### src/rtl/hazard_pkg.sv
// hazard_pkg: forwarding select codes and hazard FSM state encodings
package hazard_pkg;
  localparam logic [1:0] FWD_NONE = 2'b00;
  localparam logic [1:0] FWD_WB   = 2'b01;
  localparam logic [1:0] FWD_MEM  = 2'b10;
  typedef enum logic {ST_RUN = 1'b0, ST_BUSY = 1'b1} state_t;
endpackage

### src/rtl/hazard_control_unit_fwd_select.sv
// fwd_select: forwarding select for one source operand, EX/MEM over MEM/WB
module fwd_select
  import hazard_pkg::*;
#(
  parameter int AW = 5
) (
  input  logic [AW-1:0] i_rs,
  input  logic [AW-1:0] i_mem_rd,
  input  logic          i_mem_we,
  input  logic [AW-1:0] i_wb_rd,
  input  logic          i_wb_we,
  output logic [1:0]    o_sel
);
  logic w_mem_hit, w_wb_hit;
  assign w_mem_hit = i_mem_we && (i_mem_rd != '0) && (i_mem_rd == i_rs);
  assign w_wb_hit  = i_wb_we && (i_wb_rd != '0) && (i_wb_rd == i_rs);
  assign o_sel = w_mem_hit ? FWD_MEM : w_wb_hit ? FWD_WB : FWD_NONE;
endmodule

### src/rtl/hazard_control_unit.sv
// hazard_control_unit: forwarding, load-use stall, branch flush, multi-cycle freeze and perf counters
module hazard_control_unit
  import hazard_pkg::*;
#(
  parameter int AW     = 5,
  parameter int NSRC   = 2,
  parameter int MC_LAT = 4,
  parameter int CNT_W  = 32
) (
  input  logic                 clk,
  input  logic                 rst,
  input  logic [NSRC*AW-1:0]   id_rs,
  input  logic [NSRC-1:0]      id_rs_used,
  input  logic [NSRC*AW-1:0]   ex_rs,
  input  logic [AW-1:0]        ex_rd,
  input  logic                 ex_reg_write_en,
  input  logic                 ex_mem_read,
  input  logic                 ex_mc_start,
  input  logic                 branch_taken,
  input  logic [AW-1:0]        mem_rd,
  input  logic                 mem_reg_write_en,
  input  logic [AW-1:0]        wb_rd,
  input  logic                 wb_reg_write_en,
  output logic [2*NSRC-1:0]    forward_sel,
  output logic                 pc_hold,
  output logic                 ifid_hold,
  output logic                 idex_hold,
  output logic                 idex_bubble,
  output logic                 exmem_bubble,
  output logic                 ifid_flush,
  output logic                 idex_flush,
  output logic                 mc_done,
  output logic [CNT_W-1:0]     stall_cnt,
  output logic [CNT_W-1:0]     flush_cnt
);
  localparam int MCW = $clog2(MC_LAT);
  state_t r_state, w_state_nx;
  logic [MCW-1:0] r_mc_cnt, w_mc_cnt_nx;
  logic [CNT_W-1:0] r_stall_cnt, r_flush_cnt;
  logic [2*NSRC-1:0] w_fwd;
  logic [NSRC-1:0] w_lu_hit;
  logic w_run, w_busy, w_mc_stall, w_lu_stall, w_flush, w_hold;
  genvar k;
  generate
    for (k = 0; k < NSRC; k++) begin : g_src
      fwd_select #(.AW(AW)) u_fwd (
        .i_rs     (ex_rs[k*AW +: AW]),
        .i_mem_rd (mem_rd),
        .i_mem_we (mem_reg_write_en),
        .i_wb_rd  (wb_rd),
        .i_wb_we  (wb_reg_write_en),
        .o_sel    (w_fwd[2*k +: 2])
      );
      assign w_lu_hit[k] = id_rs_used[k] && (id_rs[k*AW +: AW] == ex_rd);
    end
  endgenerate
  assign w_run  = (r_state == ST_RUN);
  assign w_busy = (r_state == ST_BUSY);
  assign w_mc_stall = (w_run && ex_mc_start) || (w_busy && r_mc_cnt != '0);
  // a starting multi-cycle op already freezes the front end, so no extra bubble
  assign w_lu_stall = w_run && !branch_taken && !ex_mc_start && ex_mem_read && (ex_rd != '0) && |w_lu_hit;
  assign w_flush = w_run && branch_taken;
  assign w_hold  = !rst && (w_mc_stall || w_lu_stall);
  assign forward_sel  = rst ? '0 : w_fwd;
  assign pc_hold      = w_hold;
  assign ifid_hold    = w_hold;
  assign idex_hold    = !rst && w_mc_stall;
  assign exmem_bubble = !rst && w_mc_stall;
  assign idex_bubble  = !rst && w_lu_stall;
  assign ifid_flush   = !rst && w_flush;
  assign idex_flush   = !rst && w_flush;
  assign mc_done      = !rst && w_busy && (r_mc_cnt == '0);
  assign stall_cnt    = r_stall_cnt;
  assign flush_cnt    = r_flush_cnt;
  always_comb begin
    w_state_nx  = r_state;
    w_mc_cnt_nx = r_mc_cnt;
    if (w_run && ex_mc_start) begin
      w_state_nx  = ST_BUSY;
      w_mc_cnt_nx = MCW'(MC_LAT - 2);
    end else if (w_busy) begin
      w_state_nx  = (r_mc_cnt == '0) ? ST_RUN : ST_BUSY;
      w_mc_cnt_nx = (r_mc_cnt == '0) ? r_mc_cnt : r_mc_cnt - 1'b1;
    end
  end
  always_ff @(posedge clk) begin
    if (rst) begin
      r_state     <= ST_RUN;
      r_mc_cnt    <= '0;
      r_stall_cnt <= '0;
      r_flush_cnt <= '0;
    end else begin
      r_state  <= w_state_nx;
      r_mc_cnt <= w_mc_cnt_nx;
      if (pc_hold && !(&r_stall_cnt)) r_stall_cnt <= r_stall_cnt + 1'b1;
      if (ifid_flush && !(&r_flush_cnt)) r_flush_cnt <= r_flush_cnt + 1'b1;
    end
  end
endmodule

### config.mk
export PLATFORM = sky130hd
export DESIGN_NAME = hazard_control_unit
export DESIGN_NICKNAME = d
export VERILOG_FILES = /design/src/rtl/hazard_pkg.sv /design/src/rtl/hazard_control_unit_fwd_select.sv /design/src/rtl/hazard_control_unit.sv
export SDC_FILE = /design/constraint.sdc
export NUM_CORES = 1
export LEC_CHECK = 0
export ABC_AREA = 1
export CAP_MARGIN = 20
export CORE_ASPECT_RATIO = 0.9
export CORE_MARGIN = 4
export CORE_UTILIZATION = 50
export CTS_CLUSTER_SIZE = 20
export DETAILED_ROUTE_END_ITERATION = 7
export PLACE_DENSITY_LB_ADDON = 0.25
export SETUP_SLACK_MARGIN = 0.5
export SLEW_MARGIN = 15
export SYNTH_ARGS = -nofsm -noshare
export SYNTH_HDL_FRONTEND = slang
export SYNTH_SLANG_ARGS = --single-unit
### constraint.sdc
create_clock -name clk -period 2 [get_ports clk]
set_input_delay 0.3 -clock clk [delete_from_list [all_inputs] [get_ports clk]]
set_output_delay 0.3 -clock clk [all_outputs]
set_load 0.02 [all_outputs]
* Word level (Yosys, flattened, before mapping)
Index checks and enable logic that the tools add are counted.
Storage, ports and cells: output and inout port bits 76, logic and storage cells 71, bits in registers 67, bits of input ports 45
Cells by class: reductions and logical operators 43, equality and inequality tests 7, multiplexer cells 11, add/sub/neg operators 3, bitwise operators 2
Operators with widths (count):
- $add 32x1->32 const B | 2
- $reduce_and 32->1 | 2
- $eq 5x5->1 | 6
- $logic_and 1x1->1 | 24
- $reduce_bool 5->1 | 3
- $mux 2 | 5
- $logic_not 1->1 | 5
- $mux 1 | 5
- $mux 4 | 1
- $reduce_and 2->1 | 2
- $reduce_bool 2->1 | 2
- $reduce_or 2->1 | 2
- $logic_not 2->1 | 1
- $logic_or 1x1->1 | 2
- $ne 2x1->1 const B | 1
- $not 1->1 | 2
- $sub 2x1->2 const B | 1

* Depth between registers and ports, before layout
Gate-level depths: netlist of run 1.
depth after elaboration 9, mapped depth 13, depth with buffers taken out 12

* Modules after synthesis
A second synthesis of run 1 with hierarchy kept.
Unflattened totals: cells, all modules 844, area total of the unflattened synthesis 4860.9 um^2
By module, submodules not included:
- hazard_control_unit | area each 4418.0 um^2, seq. area each 1341.3 um^2, cells each 742, times used 1
- fwd_select | area each 221.5 um^2, seq. area each 0.0 um^2, cells each 51, times used 2

* Worst setup path after synthesis of run 1
Ideal clock, no wire load.
path kind register -> register, start register r_stall_cnt[0], in the netlist stall_cnt[0], end register r_stall_cnt[23], in the netlist stall_cnt[23], clock period less this slack 1.762 ns, buffers on the path 1, cell stages (with the launch flop) 12, slack 0.238 ns, data arrival time 1.646 ns, cells stage by stage dfxtp_1 ha_1 inv_1 nor2_2 nand2_1 nor2_4 nand3_4 buf_6 nand2_1 inv_1 a21oi_1 nor2_1
On the way: word-level cells in the longest chain between the ends 3, elaborated cells between the ends (all ways) 4, classes of those cells add/sub: 1; reduce/logical: 3
Ends and longest elaborated chain:
- from (decl) | line hazard_control_unit.sv:39 | logic [CNT_W-1:0] r_stall_cnt, r_flush_cnt;
- from (signal assigned) | line hazard_control_unit.sv:95 | if (pc_hold && !(&r_stall_cnt)) r_stall_cnt <= r_stall_cnt + 1'b1;
- branches (longest 3 deep; another with $add 32x1->32)
Several ways; the timed one is not identified. A chain may end at the register's enable or synchronous reset.

* Final worst setup path of run 1
start register r_flush_cnt[11], in the netlist flush_cnt[11], end register r_flush_cnt[27], in the netlist flush_cnt[27]
On the way: word-level cells in the longest chain between the ends 3, elaborated cells between the ends (all ways) 4, classes of those cells add/sub: 1; reduce/logical: 3
Ends and longest elaborated chain:
- from (decl) | line hazard_control_unit.sv:39
- from (signal assigned) | line hazard_control_unit.sv:96 | if (ifid_flush && !(&r_flush_cnt)) r_flush_cnt <= r_flush_cnt + 1'b1;
- branches (longest 3 deep; another with $add 32x1->32)
Several ways; the timed one is not identified.

==> impl_metrics.tcl, run 1 <==
set metrics [dict create \
    outcome "finished with violations" \
    violations "DRC" \
    power_switching_mw 0.9546 \
    r2r_end "flush_cnt[27]" \
    htree_levels 3 \
    start_util_pct 51.29 \
    yosysWarnings 0 \
    async_flop_share_pct 0 \
    synth_top_area_share_pct 28.79 \
    grt-ovfl-total 0 \
    post_drt_wl_per_cell_um 20.67 \
    drv_slew 0 \
    synth_ff_type "dfxtp_1" \
    crit_type "reg -> reg" \
    switching_share_pct 28.16 \
    drtPass1Iterations 8 \
    synthDistinctLibCells 34 \
    n_antenna_cell 0 \
    pwr-share-clk_pct 42.3 \
    pin_count 121 \
    p_total_mw 3.390 \
    ff2ff_setup_slack_ps 70 \
    cts_tree "yes" \
    synth_top_area_cell "dfxtp_1" \
    final_cell_mix "nand2_1 (199), nor2_1 (87), dlygate4sd2_1 (81)" \
    grtUsageTotal_pct 30.38 \
    hold_violations 0 \
    hp-class "in -> reg" \
    gp_congestion 0.9571 \
    reg2regPathDepth 11 \
    synth_edf_count 0 \
    worstMarginPinSlew_ps 505.4 \
    port_buffers 119 \
    layout_commonest_cell "nand2_1" \
    syn2layout_area_growth_pct 74.25 \
    worst_hold_slack_ps 313.9 \
    die_h_um 99.58 \
    dpl.hpwl_mm 10.29 \
    finish.net_count 1025 \
    instances_no_fill 1105 \
    finalSetupViolCount 0 \
    die_area_um2 10930 \
    synth_area_um2 4659 \
    layout-drive-gt1-share_pct 45.78 \
    hold_depth 3 \
    power.density_nw_per_um2 417.6 \
    min_to "r_mc_cnt[0]" \
    dpl.cell_count 1022 \
    finClkSkew_ps 14.11 \
    clk_latency_ps 360 \
    clkTransAtPathRegs_ps 90 \
    postRouteAntennaNets 0 \
    cts_num_sinks 67 \
    grt_max_degree 65 \
    holdCritStartpoint "rst" \
    max-cap-violations 0 \
    clock-root-buffer "clkbuf_8" \
    cp.arrival_ps 2200 \
    synthCells 787 \
    routed_wl_mm 22.84 \
    grt_pass1_wl_mm 26.72 \
    core-area_um2 9084 \
    antenna_found_initial 0 \
    viasPerCell 6.219 \
    dr_total_vias 6872 \
    ys_seq_area_share_pct 28.79 \
    crit_path_start_kind "register" \
    die_w_um 109.8 \
    max_slew_margin_pct 66.31 \
    ctsHoldBuffers 0 \
    synthesis.area_per_instance_um2 5.921 \
    rr_startpoint "flush_cnt[11]" \
    seq_power_share_pct 39.0 \
    cts_buffer_depth 2 \
    leakage_nw 3.682 \
    ys_seq_elements 67 \
    critPathMaxFanout 6 \
    row_count 33 \
    fmax_mhz 517.7 \
    drc 22 \
    first_iter_violations 993 \
    internal_power_mw 2.436 \
    synth_fp_nets 834 \
    finalCritPeriodShare_pct 96.58 \
    worstPathRequired_ps 2270 \
    fin_crit_ps 1932 \
    synth_area_leaders "dfxtp_1 (29%), nand2_1 (21%), nor2_1 (11%), a21oi_1 (6.3%), nand3_1 (6.1%)" \
    ir_drop_uv 337.0 \
    grt_pass1_vias 5743 \
    cts_inserted_buffers 9 \
    endpoint_kind "register" \
    p_comb_share_pct 18.7 \
    rsz0062_at_grt "yes" \
]
through the flow:
stage	util, %	setup TNS, ps	area [µm²]	setup slack [ps]
after floorplan	-	0	4823	503.3
after global placement	67.51	-10470	6132	-436.4
after detailed placement	67.51	-13700	6132	-442.2
after CTS	77.87	0	7073	316.2
after global routing	89.38	0	8119	21.77
final	89.38	0	8119	68.41
layout make-up:
cell class / count / area [µm²]
Tap cell: 122 / 152.6
Fill cell: 398 / 964.7
Inverter: 80 / 324.1
Multi-Input combinational cell: 617 / 3931
Clock buffer: 10 / 127.6
Sequential cell: 67 / 1504
Clock inverter: 6 / 112.6
Timing Repair Buffer: 203 / 1967
cell families (layout without fill, tap and decap cells):
| kind of cell | after synthesis | in the layout | synth area share (%) |
|---|---|---|---|
| adders and majority gates | 2 | 2 | 0.5370 |
| xor gates and xnor gates | 29 | 29 | 5.451 |
| AOI/OAI and AO/OA | 72 | 72 | 7.948 |
| and+or+nand+nor | 513 | 514 | 47.13 |
| buffers and inverters | 104 | 299 | 10.15 |
| DFF | 67 | 67 | 28.79 |
worst max-delay path, stage by stage (launching register included):
cell     delay [ps]
dfxtp_4         430
nand2_1         190
nor2_4          170
nand2_2          90
nor2_4          160
nand2_4          90
nand2_8         110
buf_12          120
buf_12           90
buf_16          120
nand2_2          80
a21oi_1         190
what timing repair did:
action,CTS,global route
setup buffers,33,28
cloned,6,0
resized for setup,376,259
pin swaps,119,103
setup endpoints to repair,140,82
state kept, by name, indices dropped and copies added, names as in the netlist:
name,count
r_state,1
r_mc_cnt,2
flush_cnt,32
stall_cnt,32
power by group through the flow:
stage	sequential [mW]	combinational (mW)	clock, mW
2_1_floorplan	1.39	0.224	0
3_3_place_gp	1.39	0.392	0
3_5_place_dp	1.39	0.406	0
4_1_cts	1.35	0.491	1.42
5_1_grt	1.32	0.664	1.48
6_report	1.32	0.634	1.44
worst max path at each step:
stage	start	endpoint	slack [ps]
2_1_floorplan	stall_cnt[23]	stall_cnt[17]	500
3_3_place_gp	wb_rd[3]	forward_sel[0]	-440
3_5_place_dp	wb_rd[3]	forward_sel[0]	-440
4_1_cts	flush_cnt[0]	flush_cnt[29]	320
5_1_grt	flush_cnt[28]	flush_cnt[27]	20
6_report	flush_cnt[11]	flush_cnt[27]	70
cell usage after synthesis (5+ instances only):
master and n:
a21oi_1 59, buf_2 6, buf_4 7, buf_6 6
dfxtp_1 67, inv_1 74, inv_2 5, nand2_1 262
nand2_2 6, nand3_1 57, nand3b_1 10, nand4_1 12
nor2_1 132, nor2_2 6, nor3_1 16, o21ai_0 9
xnor2_1 12, xor2_1 17
layer usage:
layer / up-vias / wire (µm) / GRT usage (%)
li1: 2864 / - / -
met1: 3173 / 7558 / 37.50
met2: 620 / 10610 / 50.35
met3: 215 / 2859 / 8.241
met4: 0 / 1804 / 11.31
met5: - / 0 / 0
Power figures use the tool's default switching activity.
==> run 2, diff against run 1 <==
--- a/config.mk
+++ b/config.mk
@@ -6,6 +6,7 @@
 export NUM_CORES = 1
 export LEC_CHECK = 0
 export ABC_AREA = 1
+export ABC_CLOCK_PERIOD_IN_PS = 2000
 export CAP_MARGIN = 20
 export CORE_ASPECT_RATIO = 0.9
 export CORE_MARGIN = 4
==> results of run 2 <==
Final layout, timing and power as in run 1 (identical DEF).
==> run 3, diff against run 2 <==
--- a/config.mk
+++ b/config.mk
@@ -10,7 +10,8 @@
 export CAP_MARGIN = 20
 export CORE_ASPECT_RATIO = 0.9
 export CORE_MARGIN = 4
-export CORE_UTILIZATION = 50
+export CORE_UTILIZATION = 45
+export CTS_CLUSTER_DIAMETER = 60
 export CTS_CLUSTER_SIZE = 20
 export DETAILED_ROUTE_END_ITERATION = 7
 export PLACE_DENSITY_LB_ADDON = 0.25
==> run 3 against run 2 <==
Non-clock buffer count down 9; the flow now finishes without violations; combinational power down 8.8%; cell count down 0.18%; critical path type unchanged; critical endpoint is now stall_cnt[24]; first-iteration DRC count down 37%; sequential cell count unchanged; count of clock-buffer cells in the layout up 1; clock skew down 3.9 ps; worst setup slack better by 140 ps; wire length down 21%; sequential power about the same.
==> impl_metrics.tcl, run 3 (synthesis gave the netlist of run 1 again) <==
set metrics [dict create \
    power_switching_mw 0.9723 \
    instances_no_fill 1103 \
    cp_slowest_stage_delay_ps 370 \
    ff2ff_setup_slack_ps 210 \
    drtPass1Iterations 6 \
    layout-drive-gt1-share_pct 43.60 \
    postRouteAntennaNets 0 \
    finalSetupViolCount 0 \
    die_h_um 104.5 \
    layout_commonest_cell "nand2_1" \
    syn2layout_area_growth_pct 70.11 \
    p_comb_share_pct 16.2 \
    gp_congestion 0.9431 \
    n_antenna_cell 0 \
    drc 0 \
    outcome "finished, final reports clean" \
    finalCritPeriodShare_pct 89.37 \
    crit_path_start_kind "register" \
    placed_area_um2 6120 \
    leakage_nw 3.663 \
    final_util_pct 80.31 \
    die_area_um2 12050 \
    switching_share_pct 27.24 \
    finish.net_count 1019 \
    max-cap-violations 0 \
    grt_pass1_vias 5397 \
    clock-root-buffer "clkbuf_16" \
    cts_num_sinks 67 \
    max_slew_margin_pct 68.43 \
    fin_setup_tns_ps 0 \
    rr_startpoint "stall_cnt[0]" \
    rsz0062_at_grt "yes" \
    die_w_um 115.3 \
    routed_wl_mm 18.01 \
    fin_area_um2 7926 \
    fin_ws_ps 212.6 \
    port_buffers 119 \
    post_drt_wl_per_cell_um 16.33 \
    clk_latency_ps 340 \
    clkTransAtPathRegs_ps 60 \
    first_iter_violations 630 \
    ir_drop_uv 360.7 \
    grt-ovfl-total 0 \
    grtUsageTotal_pct 25.98 \
    dpl.cell_count 1027 \
    holdCritStartpoint "rst" \
    ctsHoldBuffers 0 \
    endpoint_kind "register" \
    final_cell_mix "nand2_1 (188), nor2_1 (93), dlygate4sd2_1 (79)" \
    grt_max_degree 65 \
    row_count 34 \
    fmax_mhz 559.5 \
    viasPerCell 5.568 \
    htree_levels 3 \
    core-area_um2 9869 \
    seq_power_share_pct 37.5 \
    pin_count 121 \
    cts_inserted_buffers 9 \
    pwr-share-clk_pct 46.3 \
    worstPathRequired_ps 2230 \
    drv_slew 0 \
    cp_slowest_cell "dfxtp_4" \
    dpl.hpwl_mm 10.17 \
    start_util_pct 47.21 \
    antenna_found_initial 0 \
    hp-class "in -> reg" \
    cp.arrival_ps 2020 \
    fin_crit_ps 1787 \
    critPathMaxFanout 4 \
    place_ws_ps -443.8 \
    cp_cell_sequence "ha_4 > inv_2 > nor2_4 > buf_4 > nand2_2 > nor2_4 > nand2_1 > nor2_1 > nand3_1 > nand2_1 > nor2_1" \
    hold_violations 0 \
    worstMarginPinSlew_ps 473.5 \
    crit_type "reg -> reg" \
    worstSetupStartpoint "stall_cnt[0]" \
    cts_tree "yes" \
    grt_pass1_wl_mm 25.74 \
    finClkSkew_ps 10.22 \
    cts_buffer_depth 2 \
    power.density_nw_per_um2 450.3 \
    dr_total_vias 6141 \
    internal_power_mw 2.597 \
    nFillCells 606 \
]
-- run 3: cell count changes in the layout (fill, tap and decap cells not counted), sizes merged --
cell,before,now
clkbuf,16,14
bufinv,3,1
inv,80,84
clkdlybuf4s15,1,5
clkinvlp,0,1
clkinv,3,2
dlymetal6s2s,0,1
dlygate4sd2,81,79
buf,114,105
-- run 3: worst max-delay path: cells and delay by family (launching register included) --
| kind | cells | cell delay, ps |
|---|---|---|
| flip-flops | 1 | 370 |
| AND/OR/NAND/NOR | 8 | 1000 |
| buffers and inverters | 2 | 180 |
| adder cells (fa/ha/maj) | 1 | 140 |
-- run 3: worst paths after layout --
kind,to,cells after the start
worst max register to register,stall_cnt[24],11
worst max-delay path,stall_cnt[24],11
worst min register to register,flush_cnt[30],2
worst min-delay path,r_mc_cnt[1],3
-- run 3: metal layers --
metal	part of all wire, %	up-vias	routed length (µm)	GRT usage, %
met5	0	-	0	0
met4	2.7	0	493	7.125
met3	10	70	1816	6.821
met2	48	371	8660	42.27
met1	39	2831	7042	34.00
li1	-	2869	-	-
-- run 3: cell type report --
cell class / count / area, µm² / area share (%)
clock buffer: 11 / 242.7 / 3.062
clock inverter: 5 / 60.06 / 0.7577
inverter: 80 / 330.3 / 4.167
multi-input combinational: 617 / 3832 / 48.35
sequential: 67 / 1466 / 18.50
tap: 126 / 157.7 / 1.989
timing repair buffer: 194 / 1785 / 22.53
timing repair inverter: 3 / 51.30 / 0.6472
-- run 3: timing repair --
item	4_1_cts	5_1_grt
hold endpoints to repair	0	0
setup buffers	29	24
resized for setup	404	186
endpoints found under the setup margin	140	79
pin swaps	109	90
gates cloned	7	0
-- run 3: stage by stage --
stage	total power, mW	hold slack, ps
floorplan	1.617	484.5
global placement	1.772	480.9
detailed placement	1.784	486.8
CTS	3.503	433.8
global route	3.671	364.4
finish	3.569	344.6
-- run 3: power by group through the flow --
| stage | combinational, mW | sequential (mW) | clock (mW) |
|---|---|---|---|
| final | 0.578 | 1.34 | 1.65 |
| after global routing | 0.615 | 1.34 | 1.72 |
| after CTS | 0.487 | 1.35 | 1.66 |
| after detailed placement | 0.396 | 1.39 | 0 |
| after global placement | 0.385 | 1.39 | 0 |
| after floorplan | 0.224 | 1.39 | 0 |
